## config.mk

```make
export PLATFORM = sky130hd
export DESIGN_NAME = reg_rr_arbiter
export DESIGN_NICKNAME = d
export VERILOG_FILES = /design/src/rtl/cei_mochila_pkg.sv /design/src/rtl/reg_pkg.sv /design/src/rtl/reg_rr_arb_pick.sv /design/src/rtl/reg_rr_arbiter.sv
export SDC_FILE = /design/constraint.sdc
export NUM_CORES = 1
export LEC_CHECK = 0
export BUFFER_PORTS_ARGS = -buffer_cell sky130_fd_sc_hd__buf_2
export CORE_AREA = 2 2 121 123
export DETAILED_ROUTE_END_ITERATION = 10
export DIE_AREA = 0 0 123 125
export SLEW_MARGIN = 20
export SYNTH_ARGS = -nofsm -noshare
export SYNTH_HDL_FRONTEND = slang
export SYNTH_SLANG_ARGS = --single-unit
```

## constraint.sdc

```tcl
create_clock -name clk_i -period 1.7 [get_ports clk_i]
set_input_delay 0.17 -clock clk_i [delete_from_list [all_inputs] [get_ports clk_i]]
set_output_delay 0.17 -clock clk_i [all_outputs]
set_load 0.01 [all_outputs]
```

## src/rtl/cei_mochila_pkg.sv

```systemverilog
// cei_mochila_pkg: system-level constants and shared types for the CSR arbiter
package cei_mochila_pkg;
  localparam int unsigned CSR_ARB_NPORTS  = 2;
  localparam int unsigned CSR_ARB_TIMEOUT = 255;
  typedef enum logic {IDLE, BUSY} arb_state_e;
endpackage

```

## src/rtl/reg_pkg.sv

```systemverilog
// reg_pkg: register-bus request/response types shared by requesters and CSR blocks
package reg_pkg;
  typedef struct packed {
    logic [31:0] addr;
    logic        write;
    logic [31:0] wdata;
    logic [3:0]  wstrb;
    logic        valid;
  } reg_req_t;
  typedef struct packed {
    logic [31:0] rdata;
    logic        error;
    logic        ready;
  } reg_rsp_t;
endpackage

```

## src/rtl/reg_rr_arb_pick.sv

```systemverilog
// reg_rr_arb_pick: combinational round-robin selector starting after last_grant_i
module reg_rr_arb_pick #(
  parameter  int unsigned NoPorts = 2,
  localparam int unsigned IdxW    = NoPorts > 1 ? $clog2(NoPorts) : 1
) (
  input  logic [NoPorts-1:0] valid_i,
  input  logic [IdxW-1:0]    last_grant_i,
  output logic [IdxW-1:0]    sel_o,
  output logic               any_valid_o
);
  logic [IdxW-1:0] idx;
  // Walk from farthest to nearest so the closest valid port after last_grant wins.
  always_comb begin
    sel_o       = '0;
    any_valid_o = 1'b0;
    idx         = '0;
    for (int i = NoPorts; i >= 1; i--) begin
      idx = IdxW'((int'(last_grant_i) + i) % NoPorts);
      if (valid_i[idx]) begin
        sel_o       = idx;
        any_valid_o = 1'b1;
      end
    end
  end
endmodule

```

## src/rtl/reg_rr_arbiter.sv

```systemverilog
// reg_rr_arbiter: round-robin arbiter sharing one register port among NoPorts requesters,
// with an optional BUSY timeout that answers the stalled requester with an error.
module reg_rr_arbiter
  import reg_pkg::*;
  import cei_mochila_pkg::*;
#(
  parameter int unsigned NoPorts       = CSR_ARB_NPORTS,
  parameter int unsigned TimeoutCycles = CSR_ARB_TIMEOUT
) (
  input  logic     clk_i,
  input  logic     rst_ni,
  input  reg_req_t in_req_i [NoPorts],
  output reg_rsp_t in_rsp_o [NoPorts],
  output reg_req_t out_req_o,
  input  reg_rsp_t out_rsp_i,
  output logic     timeout_o
);
  localparam int unsigned IdxW   = NoPorts > 1 ? $clog2(NoPorts) : 1;
  localparam int unsigned CntW   = TimeoutCycles > 0 ? $clog2(TimeoutCycles + 1) : 1;
  localparam reg_rsp_t    TmoRsp = '{rdata: '0, error: 1'b1, ready: 1'b1};
  arb_state_e         state_q, state_d;
  logic [IdxW-1:0]    sel_q, sel_d, last_q, last_d, pick_sel;
  logic [CntW-1:0]    cnt_q, cnt_d;
  logic [NoPorts-1:0] valid;
  logic               any_valid, req_v, tmo;
  always_comb begin
    valid = '0;
    for (int k = 0; k < NoPorts; k++) valid[k] = in_req_i[k].valid;
  end
  reg_rr_arb_pick #(.NoPorts(NoPorts)) u_pick (
    .valid_i      (valid),
    .last_grant_i (last_q),
    .sel_o        (pick_sel),
    .any_valid_o  (any_valid)
  );
  // A dropped requester valid aborts silently; ready from downstream beats the timeout.
  always_comb begin
    state_d   = state_q;
    sel_d     = sel_q;
    last_d    = last_q;
    cnt_d     = cnt_q;
    out_req_o = '0;
    timeout_o = 1'b0;
    for (int k = 0; k < NoPorts; k++) in_rsp_o[k] = '0;
    req_v = in_req_i[sel_q].valid;
    tmo   = (TimeoutCycles != 0) && cnt_q == CntW'(TimeoutCycles) && req_v && !out_rsp_i.ready;
    if (state_q == IDLE) begin
      if (any_valid) begin
        state_d = BUSY;
        sel_d   = pick_sel;
        cnt_d   = '0;
      end
    end else begin
      out_req_o       = in_req_i[sel_q];
      out_req_o.valid = req_v && !tmo;
      timeout_o       = tmo;
      if (req_v) in_rsp_o[sel_q] = tmo ? TmoRsp : out_rsp_i;
      if (!req_v || out_rsp_i.ready || tmo) begin
        state_d = IDLE;
        last_d  = sel_q;
      end else begin
        cnt_d = (cnt_q == '1) ? cnt_q : cnt_q + 1'b1;
      end
    end
  end
  always_ff @(posedge clk_i or negedge rst_ni) begin
    if (!rst_ni) begin
      state_q <= IDLE;
      sel_q   <= '0;
      last_q  <= IdxW'(NoPorts - 1);
      cnt_q   <= '0;
    end else begin
      state_q <= state_d;
      sel_q   <= sel_d;
      last_q  <= last_d;
      cnt_q   <= cnt_d;
    end
  end
endmodule

```

==> flow_metrics.py, run 1 <==
metrics = {
    "timing": {
        "tns_ns": -14.99,
        "fmax_mhz": 513,
        "fin_worst_skew_ns": 0.000891,
        "drv_slew": 0,
        "setup_viol_count_final": 68,
        "worst_slew_pin_slew_ns": 0.325,
        "rsz0062_at_grt": "true",
        "slew-limit-headroom_pct": 78.2,
        "period_needed_ns": 1.95,
        "fin_ws_ns": -0.248,
        "fin_crit_sh_pct": 115,
        "finalHoldViolCount": 0,
    },
    "routing": {
        "dr.pass1.iters": 4,
        "vias": 3395,
        "first_iter_violations": 123,
        "ant_nets": 0,
        "wirelength_um": 10100,
        "wl_per_cell_um": 12.4,
        "drcViolationCount": 0,
        "via_per_inst": 4.17,
    },
    "final_layout": {
        "syn_to_final_growth_pct": 106,
        "nFillCells": 1548,
        "finalNetCount": 809,
        "diodes": 0,
        "postLayoutCellArea_sq_um": 4430,
        "drive_gt1_share_pct": 59.0,
    },
    "critical_path": {
        "r2r_slack_ns": 0.08,
        "crit_buf_inv": 2,
        "timing.rr.start": "cnt_q[0]$_DFFE_PN0P_",
        "slowest_stage": "dfrtp_4",
        "crit_family": "simple AND/OR/NAND/NOR gates",
        "rr_worst_depth": 8,
        "crit_chain": "mux2i_2, nor4_4, nor2_2, buf_6, and2_1, buf_2",
        "cp-start-kind": "register",
        "cp_max_fo": 27,
        "crit_type": "reg2out",
        "cpPeakStageDelay_ns": 0.48,
        "arrival_ns": 1.78,
        "required_ns": 1.53,
        "timing.rr.end": "cnt_q[0]$_DFFE_PN0P_",
        "critPathCaptureType": "output pin",
    },
    "grt": {
        "grt_pass1_vias": 3031,
        "grt_max_degree": 40,
        "grt-ovfl-total": 0,
        "grt_usage_pct": 11.9,
        "grt_pass1_wl_um": 14400,
        "antenna_found_initial": 0,
    },
    "power": {
        "p_clk_share_pct": 9.1,
        "leakagePower_nw": 2.68,
        "p_seq_share_pct": 8.4,
        "pwr-share-comb_pct": 82.5,
        "powerDensity_nw_per_um2": 1080,
        "power_switching_w": 0.00219,
        "switching_share_pct": 45.9,
        "internal_power_w": 0.00258,
        "irDropWorstVdd_v": 0.000479,
    },
    "synth": {
        "synth.area.top_cells": "mux2i_1 34%, and2_1 19%, nor2_1 14%",
        "synth_cell_type_count": 32,
        "yosys.area.top_type": "mux2i_1",
        "synth.avg_cell_area_sq_um": 7.12,
        "postSynthNetCount": 478,
        "seq_area_frac_synth_pct": 12.9,
        "synthTopCellsByCount": "78 x nor2_1, 72 x mux2i_1, 65 x and2_1, 10 x clkbuf_1, 10 x dfrtp_1",
        "syn_area_sq_um": 2140,
        "synth-seq-cells": 11,
        "synthArstFlopShare_pct": 100,
        "yosys.area.top_type_share_pct": 33.6,
        "synth_enable_flop_cells": 0,
        "netlist_instances": 301,
        "yosysMostFrequentCell": "nor2_1",
        "ys.flop_type": "dfrtp_1",
        "yosysWarnings": 0,
    },
    "placement": {
        "gp_congestion": 0.757,
        "port-buffer-count": 314,
        "dp_slack_ns": -0.0576,
        "post_dp_cell_area_sq_um": 4110,
        "hpwl_um": 8200,
    },
    "clock_network": {
        "htree_levels": 1,
        "cts_inserted_buffers": 3,
        "cts_sinks": 11,
        "cts-root-buf": "clkbuf_16",
        "clk_path_buf_depth": 2,
        "clkTransAtPathRegs_ns": 0.04,
        "tritoncts": "done",
        "clk_latency_ns": 0.24,
    },
    "min_path": {
        "min_from": "in_req_i[0]",
        "holdPathEnd": "sel_q$_DFFE_PN0P_",
        "hold_class": "in2reg",
        "holdPathStages": 2,
    },
    "run_status": {
        "violations": "setup timing",
        "outcome": "complete, but fails checks",
    },
    "floorplanning": {
        "core_sq_um": 14200,
        "die_w_um": 123,
        "rows": 44,
        "die_area_sq_um": 15400,
        "io_pins": 315,
        "start_util_pct": 15.1,
        "dieHeight_um": 125,
    },
    "run": {
        "max_cap_viol_count": 0,
    },
}
## worst register-to-register path, delay by kind of cell (launching register included)
| kind | cells | cell delay (ns) |
|---|---|---|
| buffers and inverters | 3 | 0.42 |
| flip-flops | 1 | 0.35 |
| AO/OA/AOI/OAI | 2 | 0.28 |
| adder cells (fa/ha/maj) | 1 | 0.21 |
| multiplexers | 1 | 0.18 |
| AND/OR/NAND/NOR | 1 | 0.09 |
## cells in the final DEF, fill, tap and decap left out, types with 4 or more instances in the layout
cell type,Yosys,final
a31oi_1,4,4
nor2_1,78,76
o21ai_0,7,6
dfrtp_1,10,9
mux2i_1,72,71
nand2_1,6,6
buf_4,0,25
and2_1,65,62
buf_2,8,310
buf_16,0,4
buf_6,0,7
## how the worst max path moves through the flow
stage / start / to / slack, ns / cells after the start
4_1_cts: cnt_q[0]$_DFFE_PN0P_ / in_rsp_o[64] / -0.25 / 7
2_1_floorplan: cnt_q[0]$_DFFE_PN0P_ / in_rsp_o[10] / 0.006 / 6
3_3_place_gp: sel_q$_DFFE_PN0P_ / in_rsp_o[10] / -0.03 / 6
6_report: sel_q$_DFFE_PN0P_ / in_rsp_o[7] / -0.25 / 6
5_1_grt: sel_q$_DFFE_PN0P_ / in_rsp_o[2] / -0.34 / 6
3_5_place_dp: sel_q$_DFFE_PN0P_ / in_rsp_o[18] / -0.06 / 6
## sequential cells by signal, indices dropped and copies added, names as in the netlist
register  flops
cnt_q         8
last_q        1
sel_q         1
state_q       1
## power groups by stage
stage | clock, W | combinational [W] | sequential (W)
6_report | 0.000436 | 0.00394 | 0.000401
2_1_floorplan | 0 | 0.00218 | 0.000375
3_5_place_dp | 0 | 0.00362 | 0.000391
5_1_grt | 0.000458 | 0.00430 | 0.000409
4_1_cts | 0.000445 | 0.00398 | 0.000395
3_3_place_gp | 0 | 0.00361 | 0.000391
## metal layers
| metal | track usage (%) | routed length [um] |
|---|---|---|
| met5 | 0 | 0 |
| met4 | 2.61 | 140 |
| met3 | 2.14 | 890 |
| met2 | 24.4 | 5370 |
| met1 | 11.9 | 3670 |
## cell families after synthesis
logic type      share of synthesized area [%]
compound gates                           7.12
xor+xnor                                0.409
fa+ha+maj                               0.584
buf+inv                                  5.55
flops                                    12.9
mux                                      34.2
simple gates                             39.3
## per-stage QoR
stage               total power, W  hold slack, ns  util [%]  cells
detailed placement         0.00402          0.0585      29.0    803
global route               0.00516           0.303      31.2    815
floorplan                  0.00255          -0.126         -    301
global placement           0.00400          0.0593      29.0    803
finish                     0.00477           0.289      31.2    815
CTS                        0.00482           0.292      30.8    813
## final cells by class
| cell class | instances | area [sq um] | area share [%] |
|---|---|---|---|
| multi-input combinational | 263 | 1830 | 41.3 |
| timing repair buffer | 350 | 2000 | 45.2 |
| sequential | 11 | 280 | 6.33 |
| clock buffer | 4 | 78.8 | 1.78 |
| tap | 184 | 230 | 5.20 |
| inverter | 3 | 11.3 | 0.254 |
## timing repair
action	4_1_cts	5_1_grt
gates cloned	2	0
gates resized for setup	25	6
pin swaps	11	7
hold buffers	1	0
setup buffers	4	2
endpoints found under the hold margin	10	0
setup endpoints to repair	74	125
Power figures use the tool's default switching activity.
==> run 2: changes to the inputs <==
==> constraint.sdc (replaced) <==
create_clock -name clk_i -period 1.7 [get_ports clk_i]
set_input_delay 0.085 -clock clk_i [delete_from_list [all_inputs] [get_ports clk_i]]
set_output_delay 0.085 -clock clk_i [all_outputs]
set_load 0.01 [all_outputs]
==> run 2 against run 1 <==
  * The flow still finishes with violations (setup timing)
  * Via count down 2.9%
  * Wire length down 2.8%
  * Clock power about the same
  * Non-clock buffer count down 5
  * Critical endpoint is now in_rsp_o[64]
  * Largest cell class unchanged
==> flow_metrics.py, run 2 (synthesis results as in run 1) <==
metrics = {
    "floorplanning": {
        "io_pins": 315,
        "die_w_um": 123,
        "die_area_sq_um": 15400,
        "core_sq_um": 14200,
        "start_util_pct": 15.1,
        "dieHeight_um": 125,
        "rows": 44,
    },
    "critical_path": {
        "crit_chain": "mux2i_4, nor4_4, nor2_2, buf_12, and2_1, buf_2",
        "cp-start-kind": "register",
        "cp_max_fo": 32,
        "slowest_stage": "dfrtp_4",
        "critPathCaptureType": "output pin",
        "crit_type": "reg2out",
        "cpPeakStageDelay_ns": 0.51,
        "arrival_ns": 1.76,
        "required_ns": 1.62,
    },
    "timing": {
        "finalHoldViolCount": 0,
        "drv_slew": 0,
        "period_needed_ns": 1.85,
        "setup_viol_count_final": 67,
        "worst_slew_pin_slew_ns": 0.371,
        "fin_worst_skew_ns": 0.00308,
        "slew-limit-headroom_pct": 75.3,
        "fin_crit_sh_pct": 109,
        "fin_ws_ns": -0.149,
        "fmax_mhz": 541,
        "rsz0062_at_grt": "true",
    },
    "power": {
        "irDropWorstVdd_v": 0.000436,
        "powerDensity_nw_per_um2": 1050,
        "leakagePower_nw": 2.64,
        "total_power_w": 0.00457,
    },
    "placement": {
        "hpwl_um": 8160,
        "gp_congestion": 0.814,
        "port-buffer-count": 314,
    },
    "final_layout": {
        "drive_gt1_share_pct": 58.9,
        "seq_area_sq_um": 280,
        "fin_util_pct": 30.7,
        "largest_register": "cnt_q",
        "syn_to_final_growth_pct": 103,
        "largest_reg_flops": 8,
        "diodes": 0,
        "finalNetCount": 804,
        "final_common_cell": "buf_2",
        "layout_common_cells": "308 x buf_2, 75 x nor2_1, 71 x mux2i_1",
        "multi_input_area_sq_um": 1830,
        "nFillCells": 1545,
    },
    "clock_network": {
        "cts-root-buf": "clkbuf_16",
        "htree_levels": 1,
        "clkTransAtPathRegs_ns": 0.04,
        "clk_latency_ns": 0.24,
        "tritoncts": "done",
        "cts_inserted_buffers": 3,
        "cts_sinks": 11,
        "clk_path_buf_depth": 2,
    },
    "grt": {
        "grt_pass1_vias": 3034,
        "antenna_found_initial": 0,
        "grt-ovfl-total": 0,
        "grt_usage_pct": 11.5,
        "grt_pass1_wl_um": 14200,
        "grt_max_degree": 40,
    },
    "routing": {
        "ant_nets": 0,
        "dr.pass1.iters": 4,
        "drcViolationCount": 0,
        "via_per_inst": 4.07,
        "wl_per_cell_um": 12.1,
        "wirelength_um": 9790,
        "vias": 3298,
        "first_iter_violations": 102,
    },
    "run_status": {
        "outcome": "complete, but fails checks",
        "violations": "setup timing",
    },
    "run": {
        "max_cap_viol_count": 0,
    },
    "min_path": {
        "hold_class": "in2reg",
    },
}
==> run 2: cell count changes in the layout (fill, tap and decap cells not counted), sizes merged <==
| cell | before | now |
|---|---|---|
| buf | 349 | 344 |
==> run 2: path summary, 6_finish.rpt <==
kind	from	endpoint	slack, ns	cells after the start
max in group asynchronous	rst_ni	last_q$_DFFE_PN1P_	1.18	2
setup reg to reg	sel_q$_DFFE_PN0P_	cnt_q[6]$_DFFE_PN0P_	0.07	6
hold / removal	in_req_i[70]	sel_q$_DFFE_PN0P_	0.22	3
hold reg to reg	last_q$_DFFE_PN1P_	last_q$_DFFE_PN1P_	0.49	2
setup / recovery	sel_q$_DFFE_PN0P_	in_rsp_o[64]	-0.15	6
min in group asynchronous	rst_ni	cnt_q[5]$_DFFE_PN0P_	0.25	2
==> run 2: power breakdown <==
part / switching, W / internal, W / leakage [nW]
clock: 0.000119 / 0.000315 / 0.0382
sequential: 0.0000773 / 0.000336 / 0.144
combinational: 0.00192 / 0.00181 / 2.46
==> run 2: final cells by class <==
class	instances	area share, %
Clock buffer	4	1.81
Inverter	3	0.258
Multi-Input combinational cell	263	42.0
Sequential cell	11	6.43
Tap cell	184	5.28
Timing Repair Buffer	345	44.3
==> run 2: worst max-delay path, delay by kind of cell, from the launching register on <==
family,cells,cell delay [ns]
buf+inv,2,0.31
mux,1,0.21
simple gates,3,0.48
flops,1,0.51
==> run 2: routing by layer <==
metal  vias to the layer above  routed length, um  track usage, %
li1                       1671                  -               -
met1                      1423               3560            11.6
met2                       196               5150            23.2
met3                         8                977            2.60
met4                         0                103            2.74
met5                         -                  0               0
==> run 2: what timing repair did <==
action                                  in CTS  in global routing
setup buffers                                5                  2
endpoints found under the setup margin      84                 78
endpoints found under the hold margin       11                  0
hold buffers                                 1                  0
gates resized for setup                     21                 12
pin swaps                                    7                  3
==> run 2: stage by stage <==
| step | setup WS [ns] | instances | hold slack (ns) | area, sq um | TNS, ns |
|---|---|---|---|---|---|
| 2_1_floorplan | 0.0910 | 301 | -0.211 | 2140 | 0 |
| 5_1_grt | -0.267 | 810 | 0.252 | 4360 | -16.01 |
| 6_report | -0.149 | 810 | 0.224 | 4360 | -8.78 |
| 3_3_place_gp | 0.0529 | 800 | -0.0236 | 4090 | 0 |
| 4_1_cts | -0.146 | 809 | 0.211 | 4290 | -8.42 |
| 3_5_place_dp | 0.0228 | 800 | -0.0270 | 4090 | 0 |
==> run 3: changes to the inputs <==
Settings changed: ABC_AREA set to 1, CORE_AREA 2 2 121 123 to 2 2 123 125, DIE_AREA 0 0 123 125 to 0 0 125 127.
==> run 3 against run 2 <==
  * Clock-buffer cell count is the same
  * The run still ends with setup timing left
  * Cell count is 0.12% lower
  * Clock power rose by 1%
  * Design area shrank 4.1%
  * Largest power group unchanged
  * Clock skew up 0.00093 ns
  * Worst hold slack worse by 0.099 ns
  * Highest routed layer unchanged
==> flow_metrics.py, run 3 <==
metrics = {
    "run_status": {
        "outcome": "complete, but fails checks",
        "violations": "setup timing",
    },
    "synth": {
        "synthXorXnorAreaFrac_pct": 0.439,
        "synth-seq-cells": 11,
        "postSynthNetCount": 474,
        "yosys.area.top_type_share_pct": 30.3,
        "muxShareOfSynthArea_pct": 0,
        "synth_top_family_by_area": "simple AND/OR/NAND/NOR gates",
        "synth_enable_flop_cells": 0,
        "synth_compound_area_share_pct": 31.5,
        "seq_area_frac_synth_pct": 13.9,
        "yosysMostFrequentCell": "nor2_1",
        "ys.flop_type": "dfrtp_1",
        "synth.area.top_cells": "a22o_1 30%, nor2_1 16%, dfrtp_1 13%",
        "yosysWarnings": 0,
        "synth_cell_type_count": 25,
        "synthAdderAreaFrac_pct": 0.627,
        "synth.avg_cell_area_sq_um": 6.72,
        "yosys.area.top_type": "a22o_1",
        "synthArstFlopShare_pct": 100,
        "synthTopCellsByCount": "83 x nor2_1, 69 x a22o_1, 51 x nand2_1, 20 x nand2_4, 17 x clkbuf_1",
        "yosys.area_share.simple_pct": 45.1,
        "syn_area_sq_um": 2000,
        "netlist_instances": 297,
    },
    "critical_path": {
        "cp-start-kind": "register",
        "cp_max_fo": 12,
        "arrival_ns": 1.72,
        "critPathCaptureType": "output pin",
        "required_ns": 1.62,
        "crit_type": "reg2out",
    },
    "clock_network": {
        "clkTransAtPathRegs_ns": 0.05,
        "cts_sinks": 11,
        "cts-root-buf": "clkbuf_16",
        "clk_path_buf_depth": 2,
        "clk_latency_ns": 0.24,
        "cts_inserted_buffers": 3,
        "tritoncts": "done",
        "htree_levels": 1,
    },
    "routing": {
        "via_per_inst": 4.30,
        "wl_met3_um": 923,
        "drcViolationCount": 0,
        "vias": 3476,
        "top_layer_used": "met4",
        "wl_per_cell_um": 16.2,
        "first_iter_violations": 174,
        "wirelength_um": 13100,
        "ant_nets": 0,
        "route.met2.wl_um": 6470,
        "dr.pass1.iters": 4,
        "wl_met1_um": 5110,
    },
    "final_layout": {
        "layout_common_cells": "314 x buf_2, 81 x nor2_1, 69 x a22o_1",
        "finalNetCount": 801,
        "largest_register": "cnt_q",
        "final_common_cell": "buf_2",
        "syn_to_final_growth_pct": 109,
        "layoutNonFillerInstCount": 809,
        "drive_gt1_share_pct": 63.9,
        "largest_reg_flops": 8,
    },
    "floorplanning": {
        "dieHeight_um": 127,
        "core_sq_um": 14400,
        "die_w_um": 125,
        "io_pins": 315,
        "rows": 44,
        "start_util_pct": 13.8,
        "die_area_sq_um": 15900,
    },
    "timing": {
        "fmax_mhz": 554,
        "finalHoldViolCount": 0,
        "rsz0062_at_grt": "true",
        "fin_crit_sh_pct": 106,
        "setup_viol_count_final": 61,
        "slew-limit-headroom_pct": 74.3,
        "fin_ws_ns": -0.107,
        "fin_worst_skew_ns": 0.00401,
        "worst_slew_pin_slew_ns": 0.385,
        "tns_ns": -4.95,
        "timing.hold.ws_ns": 0.125,
        "drv_slew": 0,
        "period_needed_ns": 1.81,
    },
    "placement": {
        "port-buffer-count": 314,
        "placed_cells": 799,
        "gp_congestion": 0.840,
        "hpwl_um": 10900,
        "dp_slack_ns": 0.0720,
    },
    "power": {
        "leakagePower_nw": 2.53,
        "total_power_w": 0.00461,
        "powerDensity_nw_per_um2": 1100,
        "irDropWorstVdd_v": 0.000513,
    },
    "grt": {
        "grt_max_degree": 53,
        "grt_pass1_vias": 3022,
        "grt-ovfl-total": 0,
        "grt_pass1_wl_um": 18200,
        "antenna_found_initial": 2,
        "grt_usage_pct": 14.6,
    },
    "run": {
        "max_cap_viol_count": 0,
    },
    "min_path": {
        "hold_class": "in2reg",
    },
}
## run 3: cell count changes after synthesis, moves of 6 or more
cell / change
nand2_1: +45
nand2_4: +20
clkbuf_2: -6
o21ai_0: -6
a22o_1: +69
clkbuf_1: +7
and2_1: -65
nand3_1: +10
mux2i_1: -72
## run 3: worst paths after layout
check / start / end / slack (ns) / cells after the start
setup / recovery: cnt_q[1]$_DFFE_PN0P_ / in_rsp_o[53] / -0.11 / 10
hold / removal: in_req_i[0] / sel_q$_DFFE_PN0P_ / 0.12 / 3
setup reg to reg: cnt_q[0]$_DFFE_PN0P_ / cnt_q[3]$_DFFE_PN0P_ / 0.34 / 8
hold reg to reg: last_q$_DFFE_PN1P_ / last_q$_DFFE_PN1P_ / 0.48 / 2
max in group asynchronous: rst_ni / last_q$_DFFE_PN1P_ / 1.18 / 2
min in group asynchronous: rst_ni / cnt_q[1]$_DFFE_PN0P_ / 0.25 / 2
## run 3: layer usage
layer | vias to the layer above | GRT usage (%)
met1 | 1587 | 18.4
li1 | 1685 | -
met2 | 186 | 24.5
met5 | - | 0
met3 | 18 | 1.97
met4 | 0 | 7.58
## run 3: cell type report
class / instances / area (sq um)
timing repair buffer: 345 / 1890
inverter: 9 / 46.3
fill: 1597 / 10200
antenna: 2 / 5.00
timing repair inverter: 1 / 16.3
clock buffer: 4 / 78.8
sequential: 11 / 278
multi-input combinational: 253 / 1640
tap: 184 / 230
## run 3: kinds of logic (layout without fill, tap and decap cells)
| group | after synthesis | count (layout) |
|---|---|---|
| buffers and inverters | 33 | 359 |
| adders and majority gates | 1 | 1 |
| other | 0 | 2 |
| AOI/OAI and AO/OA | 74 | 74 |
| DFF | 11 | 11 |
| xor gates and xnor gates | 1 | 1 |
| and+or+nand+nor | 177 | 177 |
## run 3: power breakdown
part	total, W	internal (W)	switching (W)
combinational	0.00379	0.00159	0.00220
clock	0.000440	0.000316	0.000125
sequential	0.000376	0.000327	0.0000488
## run 3: what timing repair did
action                     CTS  global route
hold endpoints to repair    11             0
resized for setup           24             7
cloned                       1             0
hold buffers                 1             0
setup endpoints to repair   64            77
buffers inserted             2             0
## run 3: through the flow
stage	util (%)	instance area [sq um]
after floorplan	-	2000
after global placement	27.4	3950
after detailed placement	27.4	3950
after CTS	28.7	4150
after global routing	29.0	4180
final	29.0	4180
## run 3: worst max-delay path: stages, from the launching register on
cell	delay [ns]
dfrtp_1	0.34
ha_2	0.19
nand2_2	0.08
nor2_4	0.11
nand3_4	0.11
nor2_8	0.18
inv_12	0.08
buf_12	0.14
nand2_4	0.05
nor2_1	0.04
buf_2	0.16
